File: config.mk
export PLATFORM = sky130hd
export DESIGN_NAME = rtc_display_overlay_regs
export DESIGN_NICKNAME = d
export VERILOG_FILES = /design/src/rtl/rtc_display_overlay_regs.sv
export SDC_FILE = /design/constraint.sdc
export NUM_CORES = 1
export LEC_CHECK = 0
export CORE_MARGIN = 5
export CORE_UTILIZATION = 40
export CTS_BUF_LIST = sky130_fd_sc_hd__clkbuf_8
export CTS_CLUSTER_SIZE = 10
export DETAILED_ROUTE_END_ITERATION = 12
export PLACE_DENSITY = 0.75
export SETUP_SLACK_MARGIN = 0.5
export SYNTH_ARGS = -nofsm -noshare
export SYNTH_HDL_FRONTEND = slang
export SYNTH_SLANG_ARGS = --single-unit
File: constraint.sdc
create_clock -name CLK -period 2.2 [get_ports CLK]
set_clock_uncertainty 0.2 [all_clocks]
set_input_delay 0.44 -clock CLK [delete_from_list [all_inputs] [get_ports CLK]]
set_output_delay 0.44 -clock CLK [all_outputs]
set_load 0.005 [all_outputs]
File: src/rtl/rtc_display_overlay_regs.sv
// PicoBlaze display register file plus pixel overlay (cursor highlight, key flash, optional blink).
// Registered pixel path, 1-cycle latency, no backpressure; optional blink built with RTC_OVERLAY_BLINK_EN.
module rtc_display_overlay_regs #(
  parameter int                 NUM_FIELDS   = 9,
  parameter logic [7:0]         FIELD_BASE   = 8'h02,
  parameter logic [7:0]         PTR_PORT     = 8'h0E,
  parameter logic [7:0]         CTRL_PORT    = 8'h0F,
  parameter int                 COLOR_W      = 12,
  parameter logic [COLOR_W-1:0] HILITE_COLOR = 'hF00,
  parameter int                 FLASH_FRAMES = 8,
  parameter int                 BLINK_FRAMES = 30
) (
  input  logic                    CLK,
  input  logic                    RST,
  input  logic                    WRITE_STROBE,
  input  logic [7:0]              PORT_ID,
  input  logic [7:0]              OUT_PORT,
  input  logic                    KEY_VALID,
  input  logic [7:0]              KEY_CODE,
  input  logic                    VS,
  input  logic [COLOR_W-1:0]      PIX_COLOR,
  input  logic [3:0]              PIX_FIELD,
  input  logic [2:0]              PIX_KEYZONE,
  output logic [8*NUM_FIELDS-1:0] FIELD_BUS,
  output logic [7:0]              POINTER,
  output logic [COLOR_W-1:0]      RGB
);

  typedef enum logic {K_IDLE, K_BREAK} key_state_t;

  logic [7:0] field_q [NUM_FIELDS];
  logic [7:0] pointer_q;
  logic       overlay_en_q;
  logic       vs_q;
  logic       frame_tick;
  logic       blink_on;

  key_state_t key_state;
  logic [2:0] flash_zone;
  logic [7:0] flash_timer;
  logic       make_vld;
  logic [2:0] make_zone;

  logic       ptr_ok;
  logic       hilite;
  logic       flash;

  always_ff @(posedge CLK or negedge RST) begin
    if (!RST) begin
      for (int i = 0; i < NUM_FIELDS; i++) field_q[i] <= 8'h00;
      pointer_q    <= 8'h00;
      overlay_en_q <= 1'b1;
    end else if (WRITE_STROBE) begin
      for (int i = 0; i < NUM_FIELDS; i++)
        if (PORT_ID == FIELD_BASE + 8'(i)) field_q[i] <= OUT_PORT;
      if (PORT_ID == PTR_PORT)  pointer_q    <= OUT_PORT;
      if (PORT_ID == CTRL_PORT) overlay_en_q <= OUT_PORT[0];
    end
  end

  for (genvar g = 0; g < NUM_FIELDS; g++) begin : g_field_bus
    assign FIELD_BUS[8*g +: 8] = field_q[g];
  end
  assign POINTER = pointer_q;

  always_ff @(posedge CLK or negedge RST) begin
    if (!RST) vs_q <= 1'b1;
    else      vs_q <= VS;
  end
  assign frame_tick = vs_q & ~VS;

  always_comb begin
    make_vld  = 1'b0;
    make_zone = 3'd0;
    if (KEY_VALID && key_state == K_IDLE) begin
      case (KEY_CODE)
        8'h75:   begin make_vld = 1'b1; make_zone = 3'd1; end
        8'h72:   begin make_vld = 1'b1; make_zone = 3'd2; end
        8'h74:   begin make_vld = 1'b1; make_zone = 3'd3; end
        8'h6B:   begin make_vld = 1'b1; make_zone = 3'd4; end
        default: begin make_vld = 1'b0; make_zone = 3'd0; end
      endcase
    end
  end

  // A reload on the same cycle as a frame tick wins over the decrement.
  always_ff @(posedge CLK or negedge RST) begin
    if (!RST) begin
      key_state   <= K_IDLE;
      flash_zone  <= 3'd0;
      flash_timer <= 8'd0;
    end else begin
      if (KEY_VALID) begin
        case (key_state)
          K_IDLE:  if (KEY_CODE == 8'hF0) key_state <= K_BREAK;
          K_BREAK: key_state <= K_IDLE;
          default: key_state <= K_IDLE;
        endcase
      end
      if (make_vld) begin
        flash_zone  <= make_zone;
        flash_timer <= 8'(FLASH_FRAMES);
      end else if (frame_tick && flash_timer != 8'd0) begin
        flash_timer <= flash_timer - 8'd1;
      end
    end
  end

`ifdef RTC_OVERLAY_BLINK_EN
  localparam int BCW = (BLINK_FRAMES > 1) ? $clog2(BLINK_FRAMES) : 1;

  logic [BCW-1:0] blink_cnt;
  logic           blink_en_q;
  logic           blink_phase;

  always_ff @(posedge CLK or negedge RST) begin
    if (!RST) begin
      blink_en_q  <= 1'b0;
      blink_cnt   <= '0;
      blink_phase <= 1'b1;
    end else begin
      if (WRITE_STROBE && PORT_ID == CTRL_PORT) blink_en_q <= OUT_PORT[1];
      if (!blink_en_q) begin
        blink_cnt   <= '0;
        blink_phase <= 1'b1;
      end else if (frame_tick) begin
        if (blink_cnt == BCW'(BLINK_FRAMES - 1)) begin
          blink_cnt   <= '0;
          blink_phase <= ~blink_phase;
        end else begin
          blink_cnt <= blink_cnt + 1'b1;
        end
      end
    end
  end
  assign blink_on = blink_phase;
`else
  assign blink_on = 1'b1;
`endif

  assign ptr_ok = (pointer_q != 8'd0) && (pointer_q <= 8'(NUM_FIELDS));
  assign hilite = overlay_en_q && ptr_ok && ({4'd0, PIX_FIELD} == pointer_q) &&
                  (|PIX_COLOR) && blink_on;
  assign flash  = (flash_timer != 8'd0) && (PIX_KEYZONE == flash_zone) && (&PIX_COLOR);

  always_ff @(posedge CLK or negedge RST) begin
    if (!RST)                 RGB <= '0;
    else if (flash || hilite) RGB <= HILITE_COLOR;
    else                      RGB <= PIX_COLOR;
  end

endmodule

==> results.toml, run 1 <==
[global_route]
grt-ovfl-total = 0
grt_pass1_wl_um = 19900
grt_pass1_vias = 3644
grt_usage_pct = 19.4
grt_max_degree = 45
antenna_found_initial = 0

[synth]
synth-main-ff-cell = "dfrtp_1"
yosysWarnings = 0
synth_top_cell_by_area = "dfrtp_1"
synth_edf_count = 0
synth.area.top_cells = "dfrtp_1 59%, mux2_2 21%, nor3b_1 1.9%"
synth_top_area_share_pct = 58.5
async_flop_share_pct = 100
synth.distinct_cells = 42
synth_area_um2 = 4450
synth_seq_cells = 106
avgSynthCellArea_um2 = 13.9
syn_nets = 368
synth_seq_area_share_pct = 59.7
synth_cells = 319

[clock_tree]
clockRootBuffer = "clkbuf_8"
path_clk_slew_ns = 0.11
cts_buffers = 9
cts_tree = "built"
ctsLongestPathBuffers = 2
clk_latency_ns = 0.36
numClockSinks = 106
h-tree-depth = 3

[cells_and_area]
fillers = 778
layout.area.seq_um2 = 2660
multiInputGateArea_um2 = 2120
post-route-cell-area_um2 = 7130
final_cell_mix = "104 x dfrtp_1, 61 x buf_4, 56 x dlygate4sd2_1"
final_common_cell = "dfrtp_1"
area_delta_synth_final_pct = 60.4
nets = 581
diodes = 0
drive_gt1_share_pct = 44.0

[setup_path]
cp.required_ns = 2.25
cpPeakStageDelay_ns = 0.57
slowest_stage = "or4_4"
worstPathCellList = "buf_8, or4_4, nor4b_4, buf_6, mux2_4"
crit_family = "simple AND/OR/NAND/NOR gates"
crit_type = "in -> reg"
crit_path_start = "PORT_ID[6]"
reg2reg_slack_ns = 0.39
startpoint_type = "input port"
worst-path-max-fanout = 8
path_buf_inv = 2
reg2reg_from = "flash_zone[2]"
arrival_ns = 1.86
crit_path_end_kind = "flop"

[routing]
firstDrtPassIters = 4
vias_per_cell = 5.06
drc = 0
wl_um = 12900
postRouteAntennaNets = 0
wl_per_cell_um = 19.0
dr.first_iter.drc_count = 118
vias = 3422

[floorplan]
core_um2 = 10900
die_y_um = 115
fp-row-count = 38
ioPinCount = 140
fp.dieW_um = 115
dieArea_um2 = 13300
start_util_pct = 40.8

[timing]
rsz0062_at_grt = "true"
min_period_ns = 1.81
hold-worst-slack_ns = 0.239
post-route-period-util_pct = 82.4
final-setup-viol-count = 0
setup-tns-final_ns = 0
relSlewSlack_pct = 58.9
worst-slew-pin-transition_ns = 0.614
fmax_mhz = 552
finalHoldViolations = 0
finalMaxSlewViolations = 0

[placement]
placed_area_um2 = 6450
io_buffers = 139
routabilityCongestion = 0.827
dp_hpwl_um = 8750

[status]
status = "completed"

[min_path]
min_from = "PIX_COLOR[11]"
min_path_type = "in -> reg"

[flow_run]
max-cap-violations = 0

[pwr]
p_leak_nw = 3.50
p_per_area_nw_per_um2 = 598
ir_worst_vdd_mv = 0.328
finalPower_mw = 4.26
-- layer usage --
layer / GRT usage, % / routed length (um) / share of wire, %
met5: 0 / 0 / 0
met4: 6.42 / 217 / 1.7
met3: 3.34 / 525 / 4.1
met2: 33.4 / 6690 / 52
met1: 25.1 / 5430 / 42
-- flip-flops by register name, summed over array words and instances, names as in the netlist --
signal        cells
POINTER           8
flash_timer       8
RGB              12
overlay_en_q      1
key_state         1
FIELD_BUS        72
flash_zone        3
vs_q              1
-- through the flow --
step	std cells	worst slack [ns]	util (%)
floorplan	319	0.0779	-
global placement	619	-0.388	59.3
detailed placement	619	-0.428	59.3
CTS	658	0.331	62.8
global route	676	0.339	65.5
finish	676	0.388	65.5
-- power breakdown --
group	switching (mW)	internal [mW]	leakage (nW)	total, mW
sequential	0.165	2.11	1.41	2.27
clock	0.669	0.410	0.0767	1.08
combinational	0.395	0.520	2.01	0.915
total	1.23	3.04	3.50	4.26
-- cells in the mapped netlist (4+ instances only) --
cell      number
xnor2_1        4
nand2b_1       4
or2_2          5
nand3b_1       7
nor4_1         5
nor3b_1       11
clkbuf_1       6
o21ai_0        5
inv_1          5
nand3_1        4
dfrtp_1      104
mux2_2        81
xor2_1         5
nand4_1        6
buf_1          7
nor2_1        13
-- final cells by class --
type | instances | area share [%]
Sequential cell | 106 | 37.2
Multi-Input combinational cell | 193 | 29.7
Timing Repair Buffer | 217 | 28.0
Tap cell | 140 | 2.46
Clock buffer | 9 | 1.74
Clock inverter | 6 | 0.632
Inverter | 5 | 0.263
-- worst paths after layout --
kind | cells after the start | to
setup reg to reg | 5 | RGB[7]
hold reg to reg | 1 | FIELD_BUS[43]
min in group asynchronous | 2 | FIELD_BUS[46]
setup / recovery | 5 | FIELD_BUS[23]
max in group asynchronous | 3 | overlay_en_q
hold / removal | 3 | RGB[11]
-- what timing repair did --
| item | in CTS | in global routing |
|---|---|---|
| hold buffers | 1 | 0 |
| buffers inserted | 23 | 18 |
| pin swaps | 12 | 14 |
| setup endpoints to repair | 195 | 141 |
| endpoints found under the hold margin | 27 | 0 |
| resized for setup | 177 | 86 |
-- worst min-delay path: stages --
cell and delay [ns]:
dlymetal6s2s_1 0.12, buf_4 0.13, or2_2 0.09
-- cell families (layout without fill, tap and decap cells) --
logic type               Yosys count  in the layout  share of synthesized area, %
buffers and inverters             20            237                          1.75
AO/OA/AOI/OAI                     16             16                          2.25
multiplexers                      82             82                          20.7
XOR/XNOR                           9              9                          1.77
adder cells (fa/ha/maj)            1              1                         0.281
AND/OR/NAND/NOR                   85             85                          13.5
flip-flops                       106            106                          59.7
(Power assumes the default switching activity.)
==> run 2, diff against run 1 <==
==> constraint.sdc (replaced) <==
create_clock -name CLK -period 1.6 [get_ports CLK]
set_clock_uncertainty 0.2 [all_clocks]
set_input_delay 0.32 -clock CLK [delete_from_list [all_inputs] [get_ports CLK]]
set_output_delay 0.32 -clock CLK [all_outputs]
set_load 0.005 [all_outputs]
==> results.toml, run 2 (synthesis results as in run 1) <==
[cells_and_area]
final_util_pct = 67.1
area_delta_synth_final_pct = 64.4
fillers = 791
instances_no_fill = 716
post-route-cell-area_um2 = 7310
final_cell_mix = "104 x dfrtp_1, 90 x buf_2, 89 x buf_4"
diodes = 0
final_common_cell = "dfrtp_1"
nets = 620
drive_gt1_share_pct = 65.1
largest_reg_flops = 72

[setup_path]
crit_path_end_kind = "flop"
slowest_stage = "or4_4"
cp.required_ns = 1.65
reg2reg_slack_ns = -0.22
reg2reg_from = "POINTER[0]"
worstReg2RegEnd = "RGB[4]"
worst-path-max-fanout = 4
crit_type = "in -> reg"
cpPeakStageDelay_ns = 0.56
reg2regPathDepth = 5
worstPathCellList = "clkdlybuf4s50_1, nand4_1, or4_4, nor4_4, buf_4, nor3b_1"
crit_path_start = "PIX_COLOR[10]"
startpoint_type = "input port"
arrival_ns = 1.88

[routing]
vias_per_cell = 5.05
wl_per_cell_um = 19.1
wl_um = 13700
firstDrtPassIters = 4
vias = 3613
dr.first_iter.drc_count = 113
drc = 0
postRouteAntennaNets = 0

[floorplan]
start_util_pct = 40.8
dieArea_um2 = 13300
die_y_um = 115
ioPinCount = 140
core_um2 = 10900
fp.dieW_um = 115
fp-row-count = 38

[timing]
final-setup-viol-count = 67
post-route-period-util_pct = 114
finalHoldViolations = 0
worst-slew-pin-transition_ns = 0.461
rsz0062_at_grt = "true"
relSlewSlack_pct = 69.0
fmax_mhz = 546
hold-worst-slack_ns = 0.198
min_period_ns = 1.83
finalMaxSlewViolations = 0
setup-tns-final_ns = -6.67
fin_ws_ns = -0.232

[min_path]
min_from = "KEY_CODE[1]"
holdPathStages = 3
holdPathEnd = "flash_zone[0]"
min_path_type = "in -> reg"

[clock_tree]
cts_tree = "built"
cts_buffers = 9
clk_latency_ns = 0.35
numClockSinks = 106
clockRootBuffer = "clkbuf_8"
h-tree-depth = 3
path_clk_slew_ns = 0.10
ctsLongestPathBuffers = 2

[flow_run]
max-cap-violations = 0

[global_route]
grt_pass1_vias = 3829
grt_max_degree = 78
met1_usage_pct = 26.9
grt-ovfl-total = 0
use_met2_pct = 33.8
grt_use_met3_pct = 3.19
grt_pass1_wl_um = 20900
busiest_layer = "met2"
grt_usage_pct = 20.1
antenna_found_initial = 0

[pwr]
p_per_area_nw_per_um2 = 872
p_leak_nw = 3.76
ir_worst_vdd_mv = 0.551

[placement]
dp_hpwl_um = 9150
io_buffers = 139
placed_area_um2 = 6750
dp.cells = 653
routabilityCongestion = 0.827

[status]
status = "complete, but fails checks"
violations = "negative setup slack"
-- run 2: changes by cell type in the layout (fill, tap and decap cells not counted), moves of 5 or more --
cell / before / now
dlygate4sd2_1: 56 / 12
clkdlybuf4s15_1: 51 / 1
mux2_2: 41 / 18
buf_2: 2 / 90
mux2_4: 40 / 63
clkdlybuf4s50_1: 19 / 26
buf_4: 61 / 89
buf_6: 13 / 30
clkbuf_2: 5 / 0
-- run 2: worst max path at each step --
stage,slack [ns],to
4_1_cts,-0.24,RGB[1]
6_report,-0.23,RGB[5]
5_1_grt,-0.28,RGB[4]
3_5_place_dp,-0.93,FIELD_BUS[50]
3_3_place_gp,-0.88,FIELD_BUS[49]
2_1_floorplan,-0.40,FIELD_BUS[16]
-- run 2: timing repair --
| action | CTS | global route |
|---|---|---|
| hold endpoints to repair | 104 | 0 |
| pin swaps | 16 | 20 |
| setup endpoints to repair | 197 | 273 |
| hold buffers | 1 | 0 |
| cloned | 1 | 2 |
| resized for setup | 494 | 28 |
| buffers inserted | 26 | 17 |
-- run 2: metrics by stage --
step / power [mW] / setup slack, ns
6_report: 6.38 / -0.232
3_3_place_gp: 4.44 / -0.880
4_1_cts: 6.27 / -0.236
3_5_place_dp: 4.51 / -0.927
2_1_floorplan: 3.64 / -0.402
5_1_grt: 6.68 / -0.282
-- run 2: power breakdown --
group | total, mW | leakage, nW | switching [mW] | internal (mW)
clock network | 1.70 | 0.107 | 0.949 | 0.753
logic | 1.61 | 2.24 | 0.703 | 0.905
registers | 3.07 | 1.41 | 0.169 | 2.90
-- run 2: critical path: cells and delay by family --
family / cells / cell delay [ns]
AND/OR/NAND/NOR: 4 / 0.88
buffers and inverters: 2 / 0.68
-- run 2: final cells by class --
cell class	count	area [um^2]	share of cell area [%]
Sequential cell	106	2660	36.3
Multi-Input combinational cell	194	2280	31.2
Timing Repair Buffer	255	1970	27.0
Tap cell	140	175	2.40
Clock buffer	9	124	1.69
Clock inverter	7	81.3	1.11
Inverter	5	18.8	0.257
-- run 2: metal layers --
metal  vias to the layer above  part of all wire [%]
li1                       1649                     -
met1                      1843                    43
met2                        99                    51
met3                        22                   3.9
met4                         0                   2.1
met5                         -                     0
==> run 3, diff against run 2 <==
--- a/config.mk
+++ b/config.mk
@@ -10,6 +10,7 @@
 export CTS_BUF_LIST = sky130_fd_sc_hd__clkbuf_8
 export CTS_CLUSTER_SIZE = 10
 export DETAILED_ROUTE_END_ITERATION = 12
+export HOLD_SLACK_MARGIN = 0.1
 export PLACE_DENSITY = 0.75
 export SETUP_SLACK_MARGIN = 0.5
 export SYNTH_ARGS = -nofsm -noshare
==> results of run 3 <==
No change in the layout: final DEF, timing and power equal those of run 2.
